[config.mk]
export PLATFORM = sky130hd
export DESIGN_NAME = io_bridge_flat
export DESIGN_NICKNAME = d
export VERILOG_FILES = /design/src/rtl/io_bridge_pkg.sv /design/src/rtl/io_bridge_if.sv /design/src/rtl/io_bridge_sync_fifo.sv /design/src/rtl/io_bridge.sv /design/src/flat_wrapper.sv
export SDC_FILE = /design/constraint.sdc
export NUM_CORES = 1
export LEC_CHECK = 0
export CORE_MARGIN = 2
export CORE_UTILIZATION = 56
export CTS_BUF_LIST = sky130_fd_sc_hd__clkbuf_4 sky130_fd_sc_hd__clkbuf_8
export DETAILED_ROUTE_END_ITERATION = 8
export DONT_BUFFER_PORTS = 1
export MAX_ROUTING_LAYER = met4
export PLACE_DENSITY = 0.67
export SYNTH_ARGS = -nofsm -noshare
export SYNTH_HDL_FRONTEND = slang
export SYNTH_SLANG_ARGS = --single-unit
[constraint.sdc]
create_clock -name clk -period 2.8 [get_ports clk]
set_input_delay 0.28 -clock clk [delete_from_list [all_inputs] [get_ports clk]]
set_output_delay 0.28 -clock clk [all_outputs]
set_load 0.02 [all_outputs]
[src/rtl/io_bridge_pkg.sv]
// Shared I/O map constants for the core memory bridge.
// Holds MMIO addresses, the I/O segment tag and status bit indices.
package io_defs;

  localparam logic [31:0] IO_RX_TX_ADDR  = 32'h0003_0000;
  localparam logic [31:0] IO_STATUS_ADDR = 32'h0003_0004;
  localparam logic [1:0]  IO_SEG         = 2'b11;

  localparam int TXRDY = 0;
  localparam int RXV   = 1;
  localparam int OVF   = 2;

endpackage

[src/rtl/io_bridge_if.sv]
// Byte-wide core memory port: address, write data, write enable, read data, ready.
// master = CPU core side, slave = bridge side.
interface io_bridge_if;

  logic [31:0] core_addr;
  logic [7:0]  core_dout;
  logic        core_wr;
  logic [7:0]  core_din;
  logic        core_rdy;

  modport master (
    output core_addr, core_dout, core_wr,
    input  core_din, core_rdy
  );

  modport slave (
    input  core_addr, core_dout, core_wr,
    output core_din, core_rdy
  );

endinterface

[src/rtl/io_bridge_sync_fifo.sv]
// Circular-buffer synchronous FIFO with occupancy count.
// Ports: push/din in, pop/dout out, full, empty, count; async active-low rst.
module sync_fifo #(
  parameter int W     = 8,
  parameter int DEPTH = 8
) (
  input  logic                     clk,
  input  logic                     rst,
  input  logic                     push,
  input  logic                     pop,
  input  logic [W-1:0]             din,
  output logic [W-1:0]             dout,
  output logic                     full,
  output logic                     empty,
  output logic [$clog2(DEPTH):0]   count
);

  localparam int AW = $clog2(DEPTH);

  logic [W-1:0]  mem [DEPTH];
  logic [AW-1:0] rd_ptr;
  logic [AW-1:0] wr_ptr;
  logic          push_ok;
  logic          pop_ok;

  assign full    = count == (AW+1)'(DEPTH);
  assign empty   = count == '0;
  assign push_ok = push & ~full;
  assign pop_ok  = pop & ~empty;
  assign dout    = mem[rd_ptr];

  // Storage carries no reset; pointers and count define validity.
  always_ff @(posedge clk) begin
    if (push_ok) mem[wr_ptr] <= din;
  end

  always_ff @(posedge clk or negedge rst) begin
    if (!rst) begin
      rd_ptr <= '0;
      wr_ptr <= '0;
      count  <= '0;
    end else begin
      if (push_ok) wr_ptr <= wr_ptr + AW'(1);
      if (pop_ok)  rd_ptr <= rd_ptr + AW'(1);
      unique case ({push_ok, pop_ok})
        2'b10:   count <= count + 1'b1;
        2'b01:   count <= count - 1'b1;
        default: count <= count;
      endcase
    end
  end

endmodule

[src/rtl/io_bridge.sv]
// Core memory-port bridge: RAM/MMIO decode, TX FIFO, RX read, halt flag.
// Ports: core bus (slave), RAM port, UART tx/rx, halt; async active-low rst.
module io_bridge
  import io_defs::*;
#(
  parameter int RAM_AW   = 17,
  parameter int TX_DEPTH = 8
) (
  input  logic              clk,
  input  logic              rst,
  input  logic              rdy_in,
  io_bridge_if.slave        bus,
  output logic [RAM_AW-1:0] ram_addr,
  output logic [7:0]        ram_wdata,
  output logic              ram_we,
  input  logic [7:0]        ram_rdata,
  output logic [7:0]        tx_data,
  output logic              tx_valid,
  input  logic              tx_ready,
  input  logic [7:0]        rx_data,
  input  logic              rx_valid,
  output logic              rx_pop,
  output logic              halt
);

  localparam int CW = $clog2(TX_DEPTH) + 1;

  logic          is_io;
  logic          hit_rxtx;
  logic          hit_stat;
  logic          tx_wr;
  logic          halt_wr;
  logic          push;
  logic          pop;
  logic          tx_full;
  logic          tx_empty;
  logic          ovf;
  logic          sel_io_q;
  logic [7:0]    status;
  logic [7:0]    io_rdata;
  logic [7:0]    io_rdata_q;
  logic [CW-1:0] tx_count;
  wire           unused_ok = &{1'b0, tx_count};

  assign is_io    = bus.core_addr[17:16] == IO_SEG;
  assign hit_rxtx = is_io && (bus.core_addr == IO_RX_TX_ADDR);
  assign hit_stat = is_io && (bus.core_addr == IO_STATUS_ADDR);
  assign tx_wr    = bus.core_wr & hit_rxtx;
  assign halt_wr  = bus.core_wr & hit_stat;

  assign push     = tx_wr & rdy_in & ~tx_full;
  assign pop      = tx_valid & tx_ready;
  assign tx_valid = ~tx_empty;

  assign ram_addr  = bus.core_addr[RAM_AW-1:0];
  assign ram_wdata = bus.core_dout;
  assign ram_we    = bus.core_wr & ~is_io & rdy_in;

  assign rx_pop = ~bus.core_wr & hit_rxtx & rx_valid & rdy_in;

  assign bus.core_rdy = rdy_in & ~tx_full;
  assign bus.core_din = sel_io_q ? io_rdata_q : ram_rdata;

  always_comb begin
    status        = '0;
    status[TXRDY] = ~tx_full;
    status[RXV]   = rx_valid;
    status[OVF]   = ovf;
  end

  always_comb begin
    io_rdata = '0;
    unique case (1'b1)
      hit_rxtx: io_rdata = rx_valid ? rx_data : 8'h00;
      hit_stat: io_rdata = status;
      default:  io_rdata = '0;
    endcase
  end

  // Read registers give I/O the same one-cycle latency as the RAM.
  always_ff @(posedge clk or negedge rst) begin
    if (!rst) begin
      sel_io_q   <= 1'b0;
      io_rdata_q <= '0;
      ovf        <= 1'b0;
      halt       <= 1'b0;
    end else if (rdy_in) begin
      sel_io_q   <= is_io;
      io_rdata_q <= io_rdata;
      if (tx_wr && tx_full) ovf  <= 1'b1;
      if (halt_wr)          halt <= 1'b1;
    end
  end

  sync_fifo #(
    .W     (8),
    .DEPTH (TX_DEPTH)
  ) u_tx_fifo (
    .clk   (clk),
    .rst   (rst),
    .push  (push),
    .pop   (pop),
    .din   (bus.core_dout),
    .dout  (tx_data),
    .full  (tx_full),
    .empty (tx_empty),
    .count (tx_count)
  );

endmodule

[src/flat_wrapper.sv]
// flat-port wrapper written by rule: the top's interface ports become plain ports
module io_bridge_flat import io_defs::*;
#(
  parameter int RAM_AW   = 17,
  parameter int TX_DEPTH = 8
)
  (clk, rst, rdy_in, ram_addr, ram_wdata, ram_we, ram_rdata, tx_data, tx_valid, tx_ready, rx_data, rx_valid, rx_pop, halt, bus_core_addr, bus_core_dout, bus_core_wr, bus_core_din, bus_core_rdy);
  io_bridge_if bus_i ();
  input  logic clk;
  input  logic rst;
  input  logic rdy_in;
  output logic [RAM_AW-1:0] ram_addr;
  output logic [7:0] ram_wdata;
  output logic ram_we;
  input  logic [7:0] ram_rdata;
  output logic [7:0] tx_data;
  output logic tx_valid;
  input  logic tx_ready;
  input  logic [7:0] rx_data;
  input  logic rx_valid;
  output logic rx_pop;
  output logic halt;
  input wire logic [$bits(bus_i.core_addr)-1:0] bus_core_addr;
  input wire logic [$bits(bus_i.core_dout)-1:0] bus_core_dout;
  input wire logic [$bits(bus_i.core_wr)-1:0] bus_core_wr;
  output wire logic [$bits(bus_i.core_din)-1:0] bus_core_din;
  output wire logic [$bits(bus_i.core_rdy)-1:0] bus_core_rdy;
  assign bus_i.core_addr = bus_core_addr;
  assign bus_i.core_dout = bus_core_dout;
  assign bus_i.core_wr = bus_core_wr;
  assign bus_core_din = bus_i.core_din;
  assign bus_core_rdy = bus_i.core_rdy;
  io_bridge #(.RAM_AW(RAM_AW), .TX_DEPTH(TX_DEPTH)) u_core (.clk(clk), .rst(rst), .rdy_in(rdy_in), .bus(bus_i), .ram_addr(ram_addr), .ram_wdata(ram_wdata), .ram_we(ram_we), .ram_rdata(ram_rdata), .tx_data(tx_data), .tx_valid(tx_valid), .tx_ready(tx_ready), .rx_data(rx_data), .rx_valid(rx_valid), .rx_pop(rx_pop), .halt(halt));
endmodule
After elaboration in Yosys (flattened, before gate mapping) --
Memories as Yosys holds them, arrays and structs flattened. Cells that the tools add are included.
Word-level totals: register bits 21, latch bits 0, RAM bits 64, ROM bits 0, input port bits 62, output and inout port bits 46, logic and storage cells 48, memories 1
Memory list:
- u_core.u_tx_fifo.mem | depth 8, width 8, rd ports 1, clocked after Yosys merged registers in 0, wr ports 1, RTL line io_bridge_sync_fifo.sv:20 | logic [W-1:0] mem [DEPTH];
Operators by class: add/sub/neg operators 4, $mul 0, divide/modulo/power cells 0, magnitude comparators 0, eq/ne operators 6, shifts and indexed selects 0, multiplexer cells 6, bitwise operators 17, reduce and logical (&&, ||, !) cells 7
Operators by type and width (number):
- 32-bit by 18-bit == test with 1-bit output (second input constant) | 2
- 8-bit 2-to-1 mux | 2
- 8-bit case mux with 2 select lines | 1
- 1-bit bitwise AND | 13
- 4-bit case mux with 2 select lines | 1
- 3-bit by 1-bit adder with 3-bit output (second input constant) | 2
- 4-bit by 1-bit adder with 4-bit output (second input constant) | 1
- 2-bit == test (second input constant) | 2
- 4-bit == test (second input constant) | 1
- 4-bit logical NOT | 1
- 1-bit inverter | 4
- 2-bit AND reduction | 2
- 4-bit by 1-bit subtractor with 4-bit output (second input constant) | 1
- 1-bit logical AND | 3
- 2-bit by 1-bit == test with 1-bit output (second input constant) | 1
- 1-bit 2-to-1 mux | 2
- 2-bit nonzero test | 1

Logic depth before layout (Yosys ltp) --
Gate-level depths: netlist (run 1).
depth after elaboration 8, gate-level depth with buffers 12, depth with buffers taken out 11

Modules after synthesis --
A second synthesis (run 1) with hierarchy kept.
Second synthesis, totals: cells, all modules 263, area total of the unflattened synthesis 4136.5 um^2
By module, submodules not included:
- sync_fifo | instances 1, cells an instance 160, area each 3124.2 um^2, sequential area each 2172.1 um^2
- io_bridge | instances 1, cells an instance 103, area each 1012.2 um^2, sequential area each 275.3 um^2

Worst setup path after synthesis (run 1) --
Ideal clock, no wire load.
kind reg-to-reg, start reg u_core.u_tx_fifo.count[2], end reg u_core.u_tx_fifo.count[2], library setup time 0.127 ns, arrival 2.370 ns, data required time 2.673 ns, slack 0.304 ns, stages on the path, launching flop included 11, buffers on the path 0, clock period less this slack 2.496 ns, cells stage by stage dfrtp_1 > or4_1 > nand2_1 > inv_1 > ha_1 > xor2_1 > ha_1 > a21oi_1 > xor2_1 > nor2_1 > xor2_1
Between the ends: word-level cells in the longest chain between the ends 6, elaborated cells between the ends (all ways) 14, classes of those cells add/sub (2); eq/ne (3); mux (1); bitwise (6); reduce/logical (2)
RTL lines:
- from (decl) | RTL line io_bridge_sync_fifo.sv:15 | output logic [$clog2(DEPTH):0] count
- from (signal assigned) | RTL line io_bridge_sync_fifo.sv:46 | 2'b10: count <= count + 1'b1;
- from (signal assigned) | RTL line io_bridge_sync_fifo.sv:47 | 2'b01: count <= count - 1'b1;
- from (signal assigned) | RTL line io_bridge_sync_fifo.sv:48 | default: count <= count;
- 4-bit logical NOT * | RTL line io_bridge_sync_fifo.sv:27 | assign empty = count == '0;
- 1-bit inverter * | RTL line io_bridge.sv:53 | assign tx_valid = ~tx_empty;
- net tx_valid | RTL line flat_wrapper.sv:17 | output logic tx_valid;
- 1-bit bitwise AND | RTL line io_bridge.sv:52 | assign pop = tx_valid & tx_ready;
- 1-bit bitwise AND * | RTL line io_bridge_sync_fifo.sv:29 | assign pop_ok = pop & ~empty;
- net u_core.u_tx_fifo.pop_ok | RTL line io_bridge_sync_fifo.sv:24 | logic pop_ok;
- 2-bit by 1-bit == test with 1-bit output or 2-bit == test (tied branches) | RTL line io_bridge_sync_fifo.sv:45 | unique case ({push_ok, pop_ok})
- 4-bit case mux with 2 select lines or 2-bit nonzero test (tied branches)
The timed path passes the listed nets; every way through them passes the cells marked *. A chain may end at the register's enable or synchronous reset.

Worst setup path in the final report (run 1) --
start reg u_core.u_tx_fifo.count[0], end reg u_core.u_tx_fifo.count[3]
Between the ends: word-level cells in the longest chain between the ends 6, elaborated cells between the ends (all ways) 14, classes of those cells add/sub (2); eq/ne (3); mux (1); bitwise (6); reduce/logical (2)
RTL lines (RTL line):
- 4-bit == test or 4-bit logical NOT (tied branches) | io_bridge_sync_fifo.sv:26, io_bridge_sync_fifo.sv:27
- 1-bit inverter (on tied branches)
- 1-bit bitwise AND (on tied branches) | io_bridge.sv:51, io_bridge.sv:52
- 1-bit bitwise AND (on tied branches) | io_bridge_sync_fifo.sv:28, io_bridge_sync_fifo.sv:29
- 2-bit by 1-bit == test with 1-bit output or 2-bit == test (tied branches) | io_bridge_sync_fifo.sv:45
- 4-bit case mux with 2 select lines or 2-bit nonzero test (tied branches)
Several ways; a longest one is shown, not always the timed one.

==> results.json, run 1 <==
{
  "die_height_um": 87.68,
  "relSlewSlack": 0.3996,
  "path_class": "reg2reg",
  "ys.flop_type": "edfxtp_1",
  "via_per_inst": 6.018,
  "routed_wl_um": 7161,
  "period_share": 0.9384,
  "grt_start_max_net_pins": 22,
  "cp_max_fo": 7,
  "cp.required_ns": 3.04,
  "setup_violations": 0,
  "antenna_found_initial": 0,
  "hpwl_um": 4831,
  "setup_tns_ns": 0,
  "io_buffer_count": 0,
  "slew_violations": 0,
  "clk_pin_slew_ns": 0.09,
  "hold_ws_ns": 0.01984,
  "cts_max_level": 3,
  "synth.area.top_cells": "edfxtp_1, dfrtp_1, mux4_2, mux2_2, buf_4",
  "skew_ns": 0.007016,
  "syn_to_final_growth_pct": 7.881,
  "yosys.area.top_type": "edfxtp_1",
  "avgSynthCellArea_um2": 16.62,
  "yosys_warnings": 0,
  "p_leak_uw": 0.001518,
  "numCtsBuffers": 9,
  "antenna_cells": 0,
  "initial_core_util": 0.5772,
  "hold_viol": 0,
  "crit_path_end_kind": "flop",
  "synth_nets": 303,
  "grt_overflow_total": 0,
  "grt_use_total": 0.2076,
  "die_area_um2": 7688,
  "synth_edf_count": 64,
  "async_flop_share": 0.2471,
  "synth_area_um2": 3921,
  "ir_drop_mv": 0.2751,
  "synth.top_cell.area_share": 0.4901,
  "rsz0062_at_grt": "no",
  "drv_cap": 0,
  "drt-pass1-iter-count": 6,
  "core-area_um2": 6794,
  "grt_first_pass_wirelength_um": 11020,
  "io_pins": 108,
  "synth_cells": 236,
  "max_freq_ghz": 0.3806,
  "drc_errors": 0,
  "drive_gt1_frac": 0.3182,
  "fin_util": 0.6227,
  "clock_path_buffers": 2,
  "cp.arrival_ns": 2.87,
  "period_minus_slack_ns": 2.628,
  "clkLatencyLatePin_ns": 0.35,
  "cts-root-buf": "clkbuf_8",
  "layout.nets": 304,
  "rows": 30,
  "clock-sinks": 85,
  "critPathLaunchType": "flop",
  "power_density_nw_per_um2": 594.4,
  "synth_cell_types": 44,
  "place_congestion": 0.7493,
  "synth_most_common_cell": "edfxtp_1",
  "synth_common_cells": "edfxtp_1, buf_4, dfrtp_1",
  "drtIter0Drc": 103,
  "wl_per_cell_um": 21.19,
  "die_x_um": 87.68,
  "cts_tree": "built",
  "final_antenna_net_count": 0,
  "seq_area_frac_synth": 0.6241,
  "status": "complete, no violations",
  "synth_seq_cells": 85,
  "vias": 2034,
  "grt_pass1_vias": 2145,
  "cts_setup_buffers": 0,
  "min_path_type": "in2reg",
  "tightest_slew_ns": 0.8976
}
-- power breakdown --
group	switching [uW]	total, uW	internal (uW)
clock network	459	883	424
logic	132	256	124
registers	12.2	1380	1360
-- logic make-up (layout without fill, tap and decap cells) --
group                      count (synthesis)  after routing  synth area share
DFF                                       85             85            0.6241
and+or+nand+nor                           47             47           0.09859
buffers and inverters                     38             44           0.06126
muxes                                     35             35            0.1465
AOI/OAI and AO/OA                         17             17           0.03350
xor gates and xnor gates                   9              9           0.02010
adders and majority gates                  5              5           0.01595
-- what timing repair did --
item	4_1_cts	5_1_grt
gates resized for setup	0	0
endpoints found under the hold margin	26	48
hold buffers	4	9
-- cell usage in the layout, fill, tap and decap left out, types with 5 or more instances in the layout --
| cell type | synthesis | routed |
|---|---|---|
| buf_4 | 25 | 10 |
| nor2_1 | 6 | 6 |
| xnor2_1 | 5 | 5 |
| dfrtp_1 | 21 | 21 |
| a22o_1 | 6 | 6 |
| mux4_2 | 16 | 16 |
| dlygate4sd3_1 | 0 | 13 |
| edfxtp_1 | 64 | 64 |
| ha_1 | 5 | 5 |
| mux2_2 | 18 | 18 |
| clkbuf_8 | 0 | 9 |
-- state kept, by name, summed over array words and instances, names as in the netlist --
name,count
u_core.u_tx_fifo.rd_ptr,3
u_core.u_tx_fifo.count,4
u_core.halt,1
u_core.sel_io_q,1
u_core.u_tx_fifo.wr_ptr,3
u_core.ovf,1
u_core.u_tx_fifo.mem,64
u_core.io_rdata_q,8
-- routing by layer --
metal	up-vias	GRT usage	wire (um)
met4	0	0.07133	99
li1	900	-	-
met2	90	0.3506	3807
met3	11	0.05467	412
met5	-	-	0
met1	1033	0.2413	2840
-- stage by stage --
stage          area (um^2)  power [uW]  instances  setup WS, ns
3_5_place_dp          3895        1635        309        0.2441
3_3_place_gp          3895        1628        309        0.3431
2_1_floorplan         3921        1655        236        0.3039
5_1_grt               4230        2613        338       0.06794
6_report              4230        2515        338        0.1725
4_1_cts               4140        2523        329        0.2194
-- final cells by class --
type | instances | area [um^2]
inverters | 5 | 18.77
repair buffers | 23 | 205.2
multi-input cells | 113 | 1234
clock inverters | 7 | 81.33
well taps | 96 | 120.1
clock buffers | 9 | 123.9
fillers | 480 | 2564
flip-flops and latches | 85 | 2447
-- worst max-delay path, stage by stage (launching register included) --
cell	delay (ns)
dfrtp_1	0.49
nor4b_2	0.12
or3_4	0.40
nor3_4	0.21
inv_2	0.06
buf_4	0.18
ha_1	0.26
nand3b_1	0.17
a211oi_1	0.33
o21bai_1	0.16
xnor2_1	0.15
-- final timing paths --
path	cells past startpoint	end	start	slack, ns
max in group asynchronous	1	u_core.u_tx_fifo.wr_ptr[2]	rst	1.76
min in group asynchronous	1	u_core.u_tx_fifo.count[3]	rst	0.49
setup / recovery	10	u_core.u_tx_fifo.count[3]	u_core.u_tx_fifo.count[0]	0.17
hold / removal	0	u_core.u_tx_fifo.mem[0][3]	bus_core_dout[3]	0.02
setup reg to reg	10	u_core.u_tx_fifo.count[3]	u_core.u_tx_fifo.count[0]	0.17
hold reg to reg	1	u_core.ovf	u_core.ovf	0.50
No activity file was read; power rests on OpenSTA's default activity.
==> run 2, diff against run 1 <==
--- a/config.mk
+++ b/config.mk
@@ -11,4 +11,5 @@
 export DETAILED_ROUTE_END_ITERATION = 8
 export DONT_BUFFER_PORTS = 1
+export GPL_TIMING_DRIVEN = 0
 export MAX_ROUTING_LAYER = met4
 export PLACE_DENSITY = 0.67
==> constraint.sdc (replaced) <==
create_clock -name clk -period 2.8 [get_ports clk]
set_input_delay 0 -clock clk [delete_from_list [all_inputs] [get_ports clk]]
set_output_delay 0 -clock clk [all_outputs]
set_load 0.02 [all_outputs]
==> run 2 against run 1 <==
Non-clock buffer count is 41 higher. Power rose by 5.2%. Combinational power increased by 29%. Worst setup slack worse by 0.035 ns. Sequential power hardly changed. Clock power increased by 6.6%. Register-to-register slack lost 0.03 ns. Die area did not move. Sequential cell count unchanged. Maximum frequency down 1.3%. Cell area grew 8.4%. Sequential share of layout area decreased by 4.4 points. Critical path type unchanged. Critical endpoint is now u_core.u_tx_fifo.mem[0][1].
==> results.json, run 2 (synthesis gave the netlist of run 1 again) <==
{
  "status": "complete, no violations",
  "p_seq_frac": 0.520,
  "grt_start_max_net_pins": 22,
  "grt_pass1_vias": 2150,
  "cp.arrival_ns": 2.63,
  "cp_max_fo": 8,
  "internal-power_uw": 2034,
  "clkLatencyLatePin_ns": 0.35,
  "vias": 2148,
  "final_antenna_net_count": 0,
  "grt_overflow_total": 0,
  "clk_pin_slew_ns": 0.08,
  "cpPeakStageDelay_ns": 0.91,
  "path_cells": "nor4b_4, or3_4, nor3_4, inv_2, nor4_2",
  "drc_errors": 0,
  "regToRegEndpoint": "u_core.u_tx_fifo.mem[0][1]",
  "core-area_um2": 6794,
  "power_frac_clock": 0.356,
  "switchingPower_uw": 610.7,
  "syn_to_final_growth_pct": 16.91,
  "r2r_cells": 5,
  "path_class": "reg2reg",
  "antenna_found_initial": 0,
  "crit_path_end_kind": "flop",
  "dp_slack_ns": 0.07371,
  "via_per_inst": 5.668,
  "tightest_slew_ns": 1.182,
  "power_density_nw_per_um2": 576.9,
  "drive_gt1_frac": 0.3428,
  "die_area_um2": 7688,
  "hpwl_um": 4549,
  "largest_reg_flops": 64,
  "wl_per_cell_um": 19.17,
  "min_from": "bus_core_addr[2]",
  "relSlewSlack": 0.2057,
  "die_height_um": 87.68,
  "p_leak_uw": 0.001714,
  "place_congestion": 0.6696,
  "hold_viol": 0,
  "rsz0062_at_grt": "no",
  "critPathSlowestCell": "nor4_2",
  "clock-sinks": 85,
  "drtIter0Drc": 128,
  "routed_wl_um": 7265,
  "initial_core_util": 0.5772,
  "slew_violations": 0,
  "rows": 30,
  "mostFrequentLayoutCell": "edfxtp_1",
  "cts-root-buf": "clkbuf_8",
  "drv_cap": 0,
  "grt_use_total": 0.2075,
  "drt-pass1-iter-count": 4,
  "ir_drop_mv": 0.2497,
  "clock_path_buffers": 2,
  "final_cell_mix": "edfxtp_1, dlygate4sd3_1, buf_4",
  "cts_setup_buffers": 0,
  "layout.nets": 345,
  "combPwrFrac": 0.125,
  "period_share": 0.9508,
  "io_pins": 108,
  "min_path_type": "in2reg",
  "grt_first_pass_wirelength_um": 11060,
  "cts_tree": "built",
  "antenna_cells": 0,
  "die_x_um": 87.68,
  "numCtsBuffers": 9,
  "holdPathStages": 2,
  "setup_violations": 0,
  "setup_ws_ns": 0.1377,
  "hold_end": "u_core.io_rdata_q[2]",
  "reg_top3": "u_core.u_tx_fifo.mem (64), u_core.io_rdata_q (8), u_core.u_tx_fifo.count (4)",
  "max_freq_ghz": 0.3756,
  "cp.required_ns": 2.77,
  "io_buffer_count": 0,
  "skew_ns": 0.008470,
  "fillCellCount": 474,
  "hold_ws_ns": 0.05558,
  "regMostFlops": "u_core.u_tx_fifo.mem",
  "period_minus_slack_ns": 2.662,
  "setup_tns_ns": 0,
  "r2r-start": "u_core.u_tx_fifo.count[2]",
  "critPathLaunchType": "flop",
  "regToRegSetupSlack_ns": 0.14,
  "cts_max_level": 3,
  "switching_share": 0.2309
}
## run 2: cell type report
| type | instances | area, um^2 | share of cell area |
|---|---|---|---|
| inverters | 5 | 18.77 | 0.004094 |
| clock inverters | 6 | 86.33 | 0.01883 |
| repair buffers | 31 | 310.3 | 0.06769 |
| flip-flops and latches | 85 | 2450 | 0.5344 |
| well taps | 96 | 120.1 | 0.02620 |
| plain buffers | 33 | 221.5 | 0.04831 |
| clock buffers | 10 | 131.4 | 0.02866 |
| multi-input cells | 113 | 1246 | 0.2718 |
## run 2: repair_timing
item | CTS | global route
setup endpoints to repair | 0 | 9
hold buffers | 31 | 0
resized for setup | 0 | 4
endpoints found under the hold margin | 100 | 0
## run 2: worst max-delay path by stage
stage | from | end | slack, ns | cells after the start
6_report | u_core.u_tx_fifo.count[2] | u_core.u_tx_fifo.mem[0][1] | 0.14 | 5
5_1_grt | u_core.u_tx_fifo.count[2] | u_core.u_tx_fifo.mem[0][1] | 0.005 | 5
4_1_cts | u_core.u_tx_fifo.count[3] | u_core.u_tx_fifo.mem[0][1] | 0.06 | 5
3_5_place_dp | u_core.u_tx_fifo.count[1] | u_core.u_tx_fifo.mem[0][4] | 0.07 | 5
3_3_place_gp | u_core.u_tx_fifo.count[0] | u_core.u_tx_fifo.mem[0][7] | 0.09 | 5
2_1_floorplan | u_core.u_tx_fifo.count[2] | u_core.u_tx_fifo.count[2] | 0.30 | 10
## run 2: metal layers
layer / global-route usage / vias to the layer above / wire length [um]
met3: 0.03110 / 12 / 333
met4: 0.08671 / 0 / 135
met2: 0.3388 / 78 / 3777
met5: - / - / 0
met1: 0.2612 / 1083 / 3019
li1: - / 975 / -
## run 2: worst max-delay path, delay by kind of cell (launching register included)
kind                   cells  cell delay [ns]
buffers and inverters      1             0.17
DFF                        1             0.49
and+or+nand+nor            4             1.63
## run 2: stage by stage
| step | cells | area [um^2] | total power, uW | utilization |
|---|---|---|---|---|
| 6_report | 379 | 4584 | 2645 | 0.6748 |
| 4_1_cts | 379 | 4569 | 2656 | 0.6726 |
| 3_5_place_dp | 332 | 4041 | 1687 | 0.5948 |
| 2_1_floorplan | 236 | 3921 | 1655 | - |
| 3_3_place_gp | 332 | 4041 | 1687 | 0.5948 |
| 5_1_grt | 379 | 4584 | 2737 | 0.6748 |
## run 2: power groups by stage
stage,Combinational (uW),Clock (uW),Sequential (uW)
after global placement,285,0,1400
after floorplan,256,0,1400
after global routing,356,1000,1380
after detailed placement,286,0,1400
after CTS,331,953,1370
final,330,941,1370
==> run 3, diff against run 2 <==
CAP_MARGIN = 20   (was default)
CTS_BUF_LIST = sky130_fd_sc_hd__clkbuf_8   (was sky130_fd_sc_hd__clkbuf_4 sky130_fd_sc_hd__clkbuf_8)
==> run 3 against run 2 <==
Sequential power about the same. Global-route usage up 0.13 points. Count of clock-buffer cells in the layout down 1. First-iteration DRC count up 0.78%. Cell count up 0.26%. Largest cell class unchanged. Largest power group unchanged.
==> results.json, run 3 (synthesis gave the netlist of run 1 again) <==
{
  "period_minus_slack_ns": 2.666,
  "skew_ns": 0.005327,
  "cts_max_level": 3,
  "wl_per_cell_um": 18.93,
  "finish.instance_area_um2": 4546,
  "antenna_found_initial": 0,
  "setup_tns_ns": 0,
  "cp_max_fo": 6,
  "fin_cells": 380,
  "cp.required_ns": 3.03,
  "setup_violations": 0,
  "relSlewSlack": 0.3640,
  "vias": 2154,
  "rows": 30,
  "grt_overflow_total": 0,
  "fillCellCount": 493,
  "max_freq_ghz": 0.3751,
  "grt_start_max_net_pins": 22,
  "p_leak_uw": 0.001689,
  "largest_reg_flops": 64,
  "slew_violations": 0,
  "period_share": 0.9521,
  "clock-sinks": 85,
  "grt_use_total": 0.2087,
  "cts_tree": "built",
  "initial_core_util": 0.5772,
  "numCtsBuffers": 9,
  "die_area_um2": 7688,
  "min_path_type": "in2reg",
  "cts_setup_buffers": 0,
  "status": "complete, no violations",
  "hold_viol": 0,
  "clkLatencyLatePin_ns": 0.34,
  "routed_wl_um": 7194,
  "layout.nets": 346,
  "regMostFlops": "u_core.u_tx_fifo.mem",
  "hpwl_um": 4631,
  "drtIter0Drc": 129,
  "clock_path_buffers": 2,
  "hold_ws_ns": 0.05661,
  "critPathLaunchType": "flop",
  "io_pins": 108,
  "die_x_um": 87.68,
  "place_inst": 333,
  "syn_to_final_growth_pct": 15.92,
  "via_per_inst": 5.668,
  "io_buffer_count": 0,
  "cts-root-buf": "clkbuf_8",
  "grt_pass1_vias": 2140,
  "drive_gt1_frac": 0.3415,
  "crit_path_end_kind": "flop",
  "place_congestion": 0.6696,
  "clk_pin_slew_ns": 0.08,
  "mostFrequentLayoutCell": "edfxtp_1",
  "final_cell_mix": "edfxtp_1, dlygate4sd3_1, buf_4",
  "tightest_slew_ns": 0.9508,
  "reg_top3": "u_core.u_tx_fifo.mem (64), u_core.io_rdata_q (8), u_core.u_tx_fifo.count (4)",
  "drt-pass1-iter-count": 4,
  "power_density_nw_per_um2": 544.6,
  "path_class": "reg2reg",
  "ir_drop_mv": 0.2630,
  "grt_first_pass_wirelength_um": 11180,
  "fin_util": 0.6691,
  "final_antenna_net_count": 0,
  "antenna_cells": 0,
  "core-area_um2": 6794,
  "cp.arrival_ns": 2.89,
  "drv_cap": 0,
  "rsz0062_at_grt": "no",
  "drc_errors": 0,
  "holdPathStages": 3,
  "placed_area_um2": 4049,
  "die_height_um": 87.68,
  "r2r_cells": 10
}
[run 3: cell count changes in the layout (fill, tap and decap cells not counted), sizes merged]
cell      previous run  this run
buf                 31        32
bufinv               2         0
clkbuf              12        11
clkinv               4         1
clkinvlp             0         4
inv                  5         7
[run 3: critical path: stages (launching register included)]
cell and delay, ns:
dfrtp_1 0.46, or4_1 0.70, nand2_1 0.20, inv_1 0.08
ha_1 0.24, xor2_1 0.18, ha_1 0.18, a21oi_1 0.14
xor2_1 0.16, nor2_1 0.07, xor2_1 0.13
[run 3: repair_timing]
action | in CTS | in global routing
hold endpoints to repair | 100 | 0
hold buffers | 31 | 0
setup endpoints to repair | 0 | 1
gates resized for setup | 0 | 3
[run 3: area by class of cell]
cell class / count / area (um^2) / area share
tap: 96 / 120.1 / 0.02642
inverter: 5 / 18.77 / 0.004129
clock buffer: 9 / 123.9 / 0.02725
clock inverter: 7 / 51.30 / 0.01129
sequential: 85 / 2450 / 0.5389
multi-input combinational: 113 / 1242 / 0.2733
buffer: 33 / 221.5 / 0.04872
timing repair buffer: 32 / 317.8 / 0.06991
[run 3: routing by layer]
layer / GRT usage / part of all wire / wire length, um / vias up
li1: - / - / - / 976
met1: 0.2651 / 0.43 / 3118 / 1098
met2: 0.3388 / 0.51 / 3665 / 73
met3: 0.03299 / 0.046 / 328 / 7
met4: 0.08392 / 0.011 / 81 / 0
met5: - / 0 / 0 / -
[run 3: path summary, 6_finish.rpt]
check	startpoint	to	slack, ns
worst max-delay path	u_core.u_tx_fifo.count[2]	u_core.u_tx_fifo.count[2]	0.13
worst min-delay path	bus_core_addr[2]	u_core.io_rdata_q[2]	0.06
worst max register to register	u_core.u_tx_fifo.count[2]	u_core.u_tx_fifo.count[2]	0.13
worst min register to register	u_core.ovf	u_core.ovf	0.50
max in group asynchronous	rst	u_core.u_tx_fifo.count[1]	1.91
min in group asynchronous	rst	u_core.u_tx_fifo.rd_ptr[1]	0.25
[run 3: where the power goes]
part	internal, uW	total [uW]	switching (uW)
logic	155	327	172
registers	1360	1370	10.7
clock network	325	774	449
[run 3: stage by stage]
stage / total power (uW) / setup slack (ns)
CTS: 2492 / 0.08325
finish: 2476 / 0.1342
detailed placement: 1688 / 0.1046
global placement: 1687 / 0.09278
global route: 2566 / 0.007204
floorplan: 1655 / 0.3039
